--- src/rtl/trng_pkg.sv ---
// Shared state encoding and defaults for the TRNG sequencer.
package trng_pkg;

  localparam logic [2:0] ST_IDLE    = 3'd0;
  localparam logic [2:0] ST_WARMUP  = 3'd1;
  localparam logic [2:0] ST_COLLECT = 3'd2;
  localparam logic [2:0] ST_HOLD    = 3'd3;
  localparam logic [2:0] ST_FAIL    = 3'd4;

  typedef enum logic [2:0] {
    IDLE    = ST_IDLE,
    WARMUP  = ST_WARMUP,
    COLLECT = ST_COLLECT,
    HOLD    = ST_HOLD,
    FAIL    = ST_FAIL
  } state_t;

  localparam int REP_LIMIT_DEF = 16;

endpackage

--- src/rtl/trng_rep_test.sv ---
// Repetition-count health test: flags a run of REP_LIMIT identical valid bits.
module trng_rep_test
  import trng_pkg::*;
#(
  parameter int REP_LIMIT = REP_LIMIT_DEF
) (
  input  logic clk,
  input  logic rst_n,
  input  logic clr,
  input  logic en,
  input  logic in_bit,
  input  logic valid,
  output logic fail
);

  logic       last;
  logic [7:0] cnt;
  logic       same;

  // cnt==0 means no run yet, so the first bit always starts a fresh run
  assign same = (cnt != 8'd0) && (in_bit == last);
  // combinational so the sequencer can leave on the same edge as the tripping bit
  assign fail = en && valid && same && (cnt >= 8'(REP_LIMIT - 1));

  // run tracking, saturating at REP_LIMIT
  always_ff @(posedge clk or negedge rst_n) begin
    if (!rst_n) begin
      cnt  <= 8'd0;
      last <= 1'b0;
    end else if (clr) begin
      cnt  <= 8'd0;
      last <= 1'b0;
    end else if (en && valid) begin
      last <= in_bit;
      if (!same)                      cnt <= 8'd1;
      else if (cnt != 8'(REP_LIMIT))  cnt <= cnt + 8'd1;
    end
  end

endmodule

--- src/rtl/trng_seq_ctrl.sv ---
// TRNG sequencer: chain enable, warm-up, bit packing, handshake and health gating.
module trng_seq_ctrl
  import trng_pkg::*;
#(
  parameter int DATA_W    = 8,
  parameter int WARMUP_W  = 8,
  parameter int REP_LIMIT = REP_LIMIT_DEF
) (
  input  logic                i_clk,
  input  logic                i_rst_n,
  input  logic                i_start,
  input  logic                i_stop,
  input  logic [WARMUP_W-1:0] i_warmup_cycles,
  input  logic                i_random,
  input  logic                i_valid,
  output logic                o_en_chain,
  output logic [DATA_W-1:0]   o_data,
  output logic                o_data_valid,
  input  logic                i_data_ready,
  output logic                o_busy,
  output logic                o_health_fail
);

  localparam int BW = $clog2(DATA_W + 1);

  state_t              state, state_n;
  logic [WARMUP_W-1:0] wcnt;
  logic [BW-1:0]       bcnt;
  logic [DATA_W-1:0]   sh;
  logic                rep_fail;
  logic                xfer;
  logic                last_bit;

  assign xfer     = o_data_valid && i_data_ready;
  assign last_bit = i_valid && (bcnt == BW'(DATA_W - 1));
  assign o_busy   = (state != IDLE);

  trng_rep_test #(.REP_LIMIT(REP_LIMIT)) u_rep (
    .clk    (i_clk),
    .rst_n  (i_rst_n),
    .clr    (state == WARMUP),
    .en     ((state == COLLECT) || (state == HOLD)),
    .in_bit (i_random),
    .valid  (i_valid),
    .fail   (rep_fail)
  );

  // state register
  always_ff @(posedge i_clk or negedge i_rst_n) begin
    if (!i_rst_n) state <= IDLE;
    else          state <= state_n;
  end

  // next state and chain enable; stop beats health fail, health fail beats packing
  always_comb begin
    state_n    = state;
    o_en_chain = 1'b0;
    case (state)
      IDLE:    if (i_start && !i_stop) state_n = WARMUP;
      WARMUP: begin
        o_en_chain = 1'b1;
        if (i_stop)             state_n = IDLE;
        else if (wcnt == '0)    state_n = COLLECT;
      end
      COLLECT: begin
        o_en_chain = 1'b1;
        if (i_stop)             state_n = IDLE;
        else if (rep_fail)      state_n = FAIL;
        else if (last_bit)      state_n = HOLD;
      end
      HOLD: begin
        o_en_chain = 1'b1;
        if (i_stop)             state_n = IDLE;
        else if (rep_fail)      state_n = FAIL;
        else if (xfer)          state_n = COLLECT;
      end
      FAIL: begin
        if (i_stop)             state_n = IDLE;
        else if (i_start)       state_n = WARMUP;
      end
      default:                  state_n = IDLE;
    endcase
  end

  // warm-up counter: loaded on WARMUP entry, counts down to zero
  always_ff @(posedge i_clk or negedge i_rst_n) begin
    if (!i_rst_n)                                 wcnt <= '0;
    else if (state_n == WARMUP && state != WARMUP) wcnt <= i_warmup_cycles;
    else if (state == WARMUP && wcnt != '0)       wcnt <= wcnt - 1'b1;
  end

  // LSB-first packing; partial words are dropped whenever COLLECT/HOLD is left
  always_ff @(posedge i_clk or negedge i_rst_n) begin
    if (!i_rst_n) begin
      sh   <= '0;
      bcnt <= '0;
    end else if (state == COLLECT && i_valid &&
                 (state_n == COLLECT || state_n == HOLD)) begin
      sh   <= {i_random, sh[DATA_W-1:1]};
      bcnt <= last_bit ? '0 : bcnt + 1'b1;
    end else if (state_n != COLLECT && state_n != HOLD) begin
      bcnt <= '0;
    end
  end

  // output word, valid flag and sticky health flag
  always_ff @(posedge i_clk or negedge i_rst_n) begin
    if (!i_rst_n) begin
      o_data        <= '0;
      o_data_valid  <= 1'b0;
      o_health_fail <= 1'b0;
    end else begin
      if (state == COLLECT && state_n == HOLD)
        o_data <= {i_random, sh[DATA_W-1:1]};
      o_data_valid <= (state_n == HOLD);
      if (state_n == FAIL)
        o_health_fail <= 1'b1;
      else if (state == FAIL && state_n == WARMUP)
        o_health_fail <= 1'b0;
    end
  end

endmodule

--- config.mk ---
export PLATFORM = sky130hd
export DESIGN_NAME = trng_seq_ctrl
export DESIGN_NICKNAME = d
export VERILOG_FILES = /design/src/rtl/trng_pkg.sv /design/src/rtl/trng_rep_test.sv /design/src/rtl/trng_seq_ctrl.sv
export SDC_FILE = /design/constraint.sdc
export NUM_CORES = 1
export LEC_CHECK = 0
export CAP_MARGIN = 20
export CORE_MARGIN = 2
export CORE_UTILIZATION = 39
export CTS_CLUSTER_SIZE = 16
export DETAILED_ROUTE_END_ITERATION = 16
export PLACE_DENSITY = 0.56
export RECOVER_POWER = 25
export SYNTH_ARGS = -nofsm -noshare
export SYNTH_HDL_FRONTEND = slang
export SYNTH_SLANG_ARGS = --single-unit
--- constraint.sdc ---
create_clock -name i_clk -period 2.25 [get_ports i_clk]
set_input_delay 0.3375 -clock i_clk [delete_from_list [all_inputs] [get_ports i_clk]]
set_output_delay 0.3375 -clock i_clk [all_outputs]
set_load 0.01 [all_outputs]
After elaboration in Yosys (flattened, before gate mapping)
Index checks and enable logic that the tools add are counted.
{ "word_totals": {"ff_bits": 42, "inputBits": 15, "out_inout_bits": 12} }
{ "classes": {"n_addsub": 3, "magnitude_cmp": 1, "eq_ne": 15, "n_mux": 26, "n_reduce_logical": 28} }
{ "op_table": {"columns": ["cell", "n"], "rows": [
  ["2-to-1 mux 8 bit", 6],
  ["2-to-1 mux 3 bit", 11],
  ["nonzero test 8 bit", 2],
  ["case mux 3 bit (5 select lines)", 1],
  ["logical AND 1 bit", 14],
  ["== test 3 x 2 -> 1 bit, second input constant", 4],
  ["2-to-1 mux 4 bit", 3],
  ["!= test 3 x 2 -> 1 bit, second input constant", 3],
  ["adder 8 x 1 -> 8 bit, second input constant", 1],
  [">= comparator 8 x 4 -> 1 bit, second input constant", 1],
  ["logical NOT 8 bit", 1],
  ["!= test 8 x 5 -> 1 bit, second input constant", 1],
  ["nonzero test 2 bit", 4],
  ["subtractor 8 x 1 -> 8 bit, second input constant", 1],
  ["== test 3 x 1 -> 1 bit, second input constant", 2],
  ["== test 3 bit, second input constant", 2],
  ["2-to-1 mux 1 bit", 5],
  ["adder 4 x 1 -> 4 bit, second input constant", 1],
  ["== test 4 x 3 -> 1 bit, second input constant", 1],
  ["logical NOT 3 bit", 1],
  ["!= test 3 x 1 -> 1 bit, second input constant", 1],
  ["nonzero test 3 bit", 1],
  ["OR reduction 3 bit", 1],
  ["logical OR 1 bit", 2],
  ["other kinds (3)", 3]
]} }

Depth between registers and ports, before layout
Gate-level depths: netlist (run 1).
{ "depth": {"ltp_word": 12, "mapped_depth": 7, "depth_no_buf": 7} }

By module
From an unflattened synthesis (run 1), not the netlist that was laid out.
{ "hier_totals": {"cells_unflattened": 212, "hier_area_um2": 2277.2} }
{ "by_module_without_submodules": {"columns": ["mod", "instances", "cells_each", "area_per_inst_um2", "seq_area_each_um2"], "rows": [
  ["trng_seq_ctrl", 1, 146, 1669.1, 800.8],
  ["trng_rep_test", 1, 66, 608.1, 225.2]
]} }

Worst setup path before layout (run 1)
Ideal clock, no wire load.
{ "synth_path": {"path_kind": "reg-to-reg", "start": "register state[2]", "end": "register wcnt[0]", "setup_ns": 0.128, "t_arrival_ns": 1.912, "required_time_ns": 2.122, "setup_slack_ns": 0.210, "stages_incl_launch_ff": 6, "period_less_slack_ns": 2.040, "cell_sequence": "dfrtp_1 -> nand3b_1 -> a211o_1 -> a211oi_4 -> nand3b_4 -> mux2_1"} }
{ "synth_between": {"elab_chain_cells": 11, "elab_cells_between_ends": 27, "cone_classes": "eq/ne: 6; mux: 13; reduce/logical: 8"} }
{ "synth_rtl": {"columns": ["item", "line_no", "text"], "rows": [
  ["start, declared", "trng_seq_ctrl.sv:26", "state_t state, state_n;"],
  ["start signal, assigned", "trng_seq_ctrl.sv:51", "else state <= state_n;"],
  ["== test 3 x 2 -> 1 bit", "trng_seq_ctrl.sv:42, trng_seq_ctrl.sv:58", null],
  ["logical OR 1 bit", "trng_seq_ctrl.sv:42", ".en ((state == COLLECT) || (state == HOLD)),"],
  ["logical AND 1 bit (3 in a row)", "trng_rep_test.sv:23", "assign fail = en && valid && same && (cnt >= 8'(REP_LIMIT - 1));"],
  ["2-to-1 mux 3 bit (on tied branches)", "trng_seq_ctrl.sv:74, trng_seq_ctrl.sv:68", null],
  ["2-to-1 mux 3 bit (on tied branches)", "trng_seq_ctrl.sv:73, trng_seq_ctrl.sv:67", null],
  ["case mux 3 bit (5 select lines)", "trng_seq_ctrl.sv:58", "case (state)"],
  ["== test 3 x 1 -> 1 bit", "trng_seq_ctrl.sv:88", "else if (state_n == WARMUP && state != WARMUP) wcnt <= i_warmup_cycles;"],
  ["logical AND 1 bit", "trng_seq_ctrl.sv:88", null],
  ["2-to-1 mux 8 bit or nonzero test 2 bit (tied branches)", null, null],
  ["end signal, assigned", "trng_seq_ctrl.sv:88", null],
  ["end signal, assigned", "trng_seq_ctrl.sv:89", "else if (state == WARMUP && wcnt != '0) wcnt <= wcnt - 1'b1;"],
  ["end, declared", "trng_seq_ctrl.sv:27", "logic [WARMUP_W-1:0] wcnt;"]
]} }
Parallel ways exist; a longest one is shown, timed or not.
A chain may end at the register's enable or synchronous reset.

Final worst setup path (run 1)
{ "layout_path": {"start": "register u_rep.cnt[0]", "end": "register wcnt[3]"} }
{ "layout_between": {"elab_chain_cells": 10, "elab_cells_between_ends": 14, "cone_classes": "order compare: 1; eq/ne: 1; mux: 6; reduce/logical: 6"} }
{ "layout_rtl": {"columns": ["item", "line_no", "text"], "rows": [
  ["start, declared", "trng_rep_test.sv:17", "logic [7:0] cnt;"],
  ["start signal, assigned", "trng_rep_test.sv:36", "else if (cnt != 8'(REP_LIMIT)) cnt <= cnt + 8'd1;"],
  ["branches (longest 3 deep; another with >= comparator 8 x 4 -> 1 bit)", null, null],
  ["logical AND 1 bit *", "trng_rep_test.sv:23", null],
  ["2-to-1 mux 3 bit (on tied branches)", "trng_seq_ctrl.sv:74, trng_seq_ctrl.sv:68", null],
  ["2-to-1 mux 3 bit (on tied branches)", "trng_seq_ctrl.sv:73, trng_seq_ctrl.sv:67", null],
  ["case mux 3 bit (5 select lines) *", "trng_seq_ctrl.sv:58", null],
  ["== test 3 x 1 -> 1 bit *", "trng_seq_ctrl.sv:88", null],
  ["logical AND 1 bit *", "trng_seq_ctrl.sv:88", null],
  ["2-to-1 mux 8 bit or nonzero test 2 bit (tied branches)", null, null]
]} }
Mark *: on every way between the ends.

==> results of run 1 <==
path summary, 6_finish.rpt:
kind,end,slack (ns),start
max,wcnt[3],0.11,u_rep.cnt[0]
min,o_data[5],0.51,o_data[5]
max reg2reg,wcnt[3],0.11,u_rep.cnt[0]
min reg2reg,o_data[5],0.51,o_data[5]
max in group asynchronous,o_data[0],0.45,i_rst_n
min in group asynchronous,bcnt[3],0.62,i_rst_n
registers in the layout, indices dropped and copies added, names as in the netlist:
| name | count |
|---|---|
| o_data | 8 |
| u_rep.last | 1 |
| state | 3 |
| bcnt | 4 |
| sh | 7 |
| u_rep.cnt | 8 |
| wcnt | 8 |
| o_health_fail | 1 |
| o_data_valid | 1 |
routing by layer:
| metal | part of all wire [%] | vias up | GRT usage [%] |
|---|---|---|---|
| met3 | 4.8 | 8 | 4.02 |
| met5 | 0 | - | 0 |
| met4 | 1.1 | 0 | 6.67 |
| li1 | - | 793 | - |
| met1 | 45 | 805 | 21.2 |
| met2 | 49 | 47 | 26.8 |
final cells by class:
type	instances	area, um2
Timing Repair Buffer	45	409
Fill cell	485	2670
Multi-Input combinational cell	141	1120
Clock inverter	1	5.00
Clock buffer	7	96.3
Sequential cell	41	1030
Tap cell	72	90.1
Inverter	6	22.5
cell families after synthesis:
family	Yosys count	synth area share, %
adders and majority gates	4	2.31
xor gates and xnor gates	14	5.67
buffers and inverters	10	1.97
and+or+nand+nor	69	19.1
muxes	23	11.9
AOI/OAI and AO/OA	31	11.6
DFF	41	47.4
report_power, final:
group / internal (mW) / leakage (nW) / switching [mW]
registers: 0.810 / 0.555 / 0.0942
clock network: 0.277 / 0.0542 / 0.254
logic: 0.210 / 0.596 / 0.209
cell usage after synthesis, types with 2 or more instances:
cell,count
a21oi_1,5
and2_1,2
and3_1,2
and4b_1,2
clkbuf_1,2
dfrtp_1,41
ha_1,4
inv_1,6
mux2_1,9
mux2_2,13
nand2_1,9
nand2b_1,3
nand3_1,8
nand4b_1,2
nor2_1,23
nor3_1,3
nor3b_1,2
o2111ai_1,3
o211ai_1,2
o21ai_0,7
xnor2_1,6
xor2_1,8
critical path: stages, from the launching register on:
cell and delay [ns]:
dfrtp_1 0.41, ha_1 0.20, nand3_1 0.11, a211o_1 0.36, a211oi_4 0.34, nand3b_4 0.26, mux2_1 0.34
timing repair:
item	in CTS	in global routing
gates resized for setup	0	3
endpoints found under the hold margin	13	0
hold buffers	1	0
endpoints found under the setup margin	0	8
==> flow_summary.ini, run 1 <==
[logic_synthesis]
avgSynthCellArea_um2 = 11.3
synth_top_area_share_pct = 47.4
synth.distinct_cells = 52
async_flop_share_pct = 100
ys_warn_count = 0
synth_area_leader_cell = dfrtp_1
syn_nets = 211
syn_area_mm2 = 0.00216
ys.flop_type = dfrtp_1
synth_area_leaders = dfrtp_1, mux2_2, mux2_1
ys_ff_latch = 41
synth-edff-count = 0
synth_seq_area_share_pct = 47.4
synth_cells = 192

[setup_path]
reg2reg_depth = 6
worst_setup_path_start_kind = register
critical_path_arrival_ns = 2.31
worst-setup-path-type = register to register
required_ns = 2.43
setup.worst_path.end_class = register
critical_path_peak_fanout = 7

[timing]
fin_crit_sh_pct = 95.0
max_freq_ghz = 0.468
whs_ns = 0.512
finalSetupViolCount = 0
period_needed_ns = 2.14
worstMarginPinSlew_ns = 0.742
setup_slack_ns = 0.111
rsz0062_at_grt = false
finalHoldViolCount = 0
max_slew_margin_pct = 50.5
worst_clock_skew_ns = 0.00672
report.final.slew_viol_count = 0
finalSetupTns_ns = 0

[detailed_routing]
drcViolationCount = 0
ant_nets = 0
drt_wl_total_um = 4620
wl_per_cell_um = 14.8
dr.pass1.iters = 4
via_per_inst = 5.28
vias = 1653
drt-initial-drc-count = 97

[power]
p_leak_nw = 1.20
fin_total_pwr_mw = 1.85
vdd_ir_drop_max_uv = 306
cellPowerDensity_mw_per_mm2 = 669

[layout]
fin_cells = 313
final_common_cell = dfrtp_1
final_cell_mix = dfrtp_1, clkdlybuf4s50_1, nor2_1
final_util_pct = 50.9
num_antenna_cells = 0
final_cell_area_mm2 = 0.00277
drive_gt1_share_pct = 20.7
areaGrowthSynthToFinish_pct = 28.1
fin_nets = 259

[global_route]
grt_pass1_wl_um = 8000
antenna_found_initial = 0
grt_max_degree = 29
grt_pass1_vias = 1722
overflow = 0
track_usage_pct = 16.5

[placed_design]
place_ws_ns = -0.154
place.port_buffers = 26
placed_cells = 304
dp_hpwl_um = 3390
place_area_mm2 = 0.00264
place_congestion = 0.864

[worst_hold_path]
worstHoldPathCells = 1
holdCritPathClass = register to register

[floorplanning]
core-area_mm2 = 0.00544
rows = 27
die_w_um = 78.5
start_util_pct = 39.8
ioPinCount = 27
fp.dieH_um = 78.5
die_area_mm2 = 0.00616

[clock_tree]
cts_tree = done
root_buffer = clkbuf_8
clkSlewWorstSetupHoldPaths_ns = 0.08
clk_latency_ns = 0.29
cts.sinks = 41
htree_num_levels = 2
cts_max_path_buffers = 2
cts_buffers = 5
postCtsSetupRepairBufs = 0

[run_status]
status = complete, no violations

[flow_run]
maxCapViolations = 0
Note: power is estimated with default switching activity, not from simulation.
==> run 2, diff against run 1 <==
--- a/config.mk
+++ b/config.mk
@@ -8,6 +8,7 @@
 export CAP_MARGIN = 20
 export CORE_MARGIN = 2
 export CORE_UTILIZATION = 39
+export CTS_CLUSTER_DIAMETER = 80
 export CTS_CLUSTER_SIZE = 16
 export DETAILED_ROUTE_END_ITERATION = 16
 export PLACE_DENSITY = 0.56
==> results of run 2 <==
Final layout, timing and power as in run 1 (identical DEF).
==> run 3, diff against run 2 <==
--- a/config.mk
+++ b/config.mk
@@ -11,7 +11,7 @@
 export CTS_CLUSTER_DIAMETER = 80
 export CTS_CLUSTER_SIZE = 16
 export DETAILED_ROUTE_END_ITERATION = 16
-export PLACE_DENSITY = 0.56
+export PLACE_DENSITY = 0.69
 export RECOVER_POWER = 25
 export SYNTH_ARGS = -nofsm -noshare
 export SYNTH_HDL_FRONTEND = slang
==> run 3 against run 2 <==
Hold slack improved by 0.0010 ns; critical path depth fell by 1; clock-buffer cell count shrank 1; sequential power decreased by 2%; fmax is essentially flat; critical endpoint is now o_data[2]; highest routed layer is now met3.
==> flow_summary.ini, run 3 (synthesis gave the netlist of run 1 again) <==
[run_status]
status = complete, no violations

[clock_tree]
htree_num_levels = 2
cts_max_path_buffers = 2
clkSlewWorstSetupHoldPaths_ns = 0.08
cts.sinks = 41
postCtsResizedCells = 0
postCtsSetupRepairBufs = 0
cts_tree = done
root_buffer = clkbuf_8
clk_latency_ns = 0.29
cts_buffers = 5

[setup_path]
worst_setup_path_start_kind = register
crit_path_max_incr_delay_ns = 0.46
worst-setup-path-type = register to register
crit_chain = nor4_4, nand2_1, a311o_1, a2111oi_2, mux2_1
critPathSlowestCell = dfrtp_1
worst-path-buf-inv = 0
critical_path_arrival_ns = 2.31
crit_family = compound AO/OA/AOI/OAI gates
critical_path_peak_fanout = 6
setup.worst_path.end_class = register
required_ns = 2.42

[detailed_routing]
wl_per_cell_um = 13.8
vias = 1644
drt_wl_total_um = 4360
drcViolationCount = 0
via_per_inst = 5.20
dr.pass1.iters = 4
ant_nets = 0
drt-initial-drc-count = 109

[floorplanning]
ioPinCount = 27
fp.dieH_um = 78.5
rows = 27
die_w_um = 78.5
start_util_pct = 39.8
die_area_mm2 = 0.00616
core-area_mm2 = 0.00544

[power]
cellPowerDensity_mw_per_mm2 = 695
switching_share_pct = 28.4
vdd_ir_drop_max_uv = 345
fin_total_pwr_mw = 1.93
power_switching_mw = 0.549
p_clk_share_pct = 32.1
comb_power_share_pct = 22.0
p_leak_nw = 1.22
seqPwrFrac_pct = 45.9
internal_power_mw = 1.38

[timing]
worst_clock_skew_ns = 0.00509
finalSetupViolCount = 0
report.final.slew_viol_count = 0
whs_ns = 0.513
fin_crit_sh_pct = 95.0
setup_slack_ns = 0.111
max_slew_margin_pct = 54.6
finalHoldViolCount = 0
max_freq_ghz = 0.468
rsz0062_at_grt = false
period_needed_ns = 2.14
worstMarginPinSlew_ns = 0.681

[placed_design]
dp_hpwl_um = 3250
place_ws_ns = -0.0544
place.port_buffers = 26
place_congestion = 0.807
placed_cells = 307

[worst_hold_path]
holdCritPathClass = register to register

[flow_run]
maxCapViolations = 0

[global_route]
grt_pass1_wl_um = 7600
grt_max_degree = 20
antenna_found_initial = 0
grt_pass1_vias = 1580
track_usage_pct = 15.4
overflow = 0

[layout]
drive_gt1_share_pct = 20.9
fin_cells = 316
fin_nets = 262
final_common_cell = dfrtp_1
final_cell_mix = dfrtp_1, clkdlybuf4s50_1, nor2_1
num_antenna_cells = 0
fillCellCount = 483
areaGrowthSynthToFinish_pct = 28.6
top_regs = o_data (8), u_rep.cnt (8), wcnt (8)
-- run 3: what timing repair did --
action                                  CTS  global route
endpoints found under the setup margin    0             0
endpoints found under the hold margin    10             0
hold buffers                              1             0
-- run 3: cell type report --
class	count	area, um2	share of cell area, %
Tap cell	72	90.1	3.24
Inverter	6	22.5	0.810
Clock buffer	6	82.6	2.97
Multi-Input combinational cell	141	1090	39.4
Sequential cell	41	1030	36.9
Clock inverter	2	37.5	1.35
Timing Repair Buffer	48	428	15.4
-- run 3: final timing paths --
| check | end | cells after the start | from | slack [ns] |
|---|---|---|---|---|
| worst max-delay path | o_data[2] | 5 | u_rep.cnt[5] | 0.11 |
| worst max register to register | o_data[2] | 5 | u_rep.cnt[5] | 0.11 |
| min in group asynchronous | o_data_valid | 2 | i_rst_n | 0.59 |
| worst min register to register | o_data[1] | 1 | o_data[1] | 0.51 |
| worst min-delay path | o_data[1] | 1 | o_data[1] | 0.51 |
| max in group asynchronous | u_rep.cnt[0] | 3 | i_rst_n | 0.70 |
-- run 3: routing by layer --
| metal | global-route usage, % | vias up | wire [um] |
|---|---|---|---|
| met3 | 4.60 | 0 | 214 |
| met4 | 3.68 | 0 | 0 |
| met2 | 23.9 | 34 | 2090 |
| met1 | 21.2 | 815 | 2050 |
| met5 | 0 | - | 0 |
| li1 | - | 795 | - |
-- run 3: stage by stage --
stage	instance area, um2	TNS, ns	utilization [%]
6_report	2780	0	51.1
5_1_grt	2780	0	51.1
4_1_cts	2790	0	51.3
3_5_place_dp	2660	-0.390	48.9
3_3_place_gp	2660	-0.213	48.9
2_1_floorplan	2160	0	-
-- run 3: power by group through the flow --
stage	clock (mW)	combinational [mW]	sequential, mW
6_report	0.620	0.426	0.888
5_1_grt	0.676	0.483	0.899
4_1_cts	0.638	0.432	0.888
3_5_place_dp	0	0.427	0.904
3_3_place_gp	0	0.414	0.899
2_1_floorplan	0	0.276	0.893
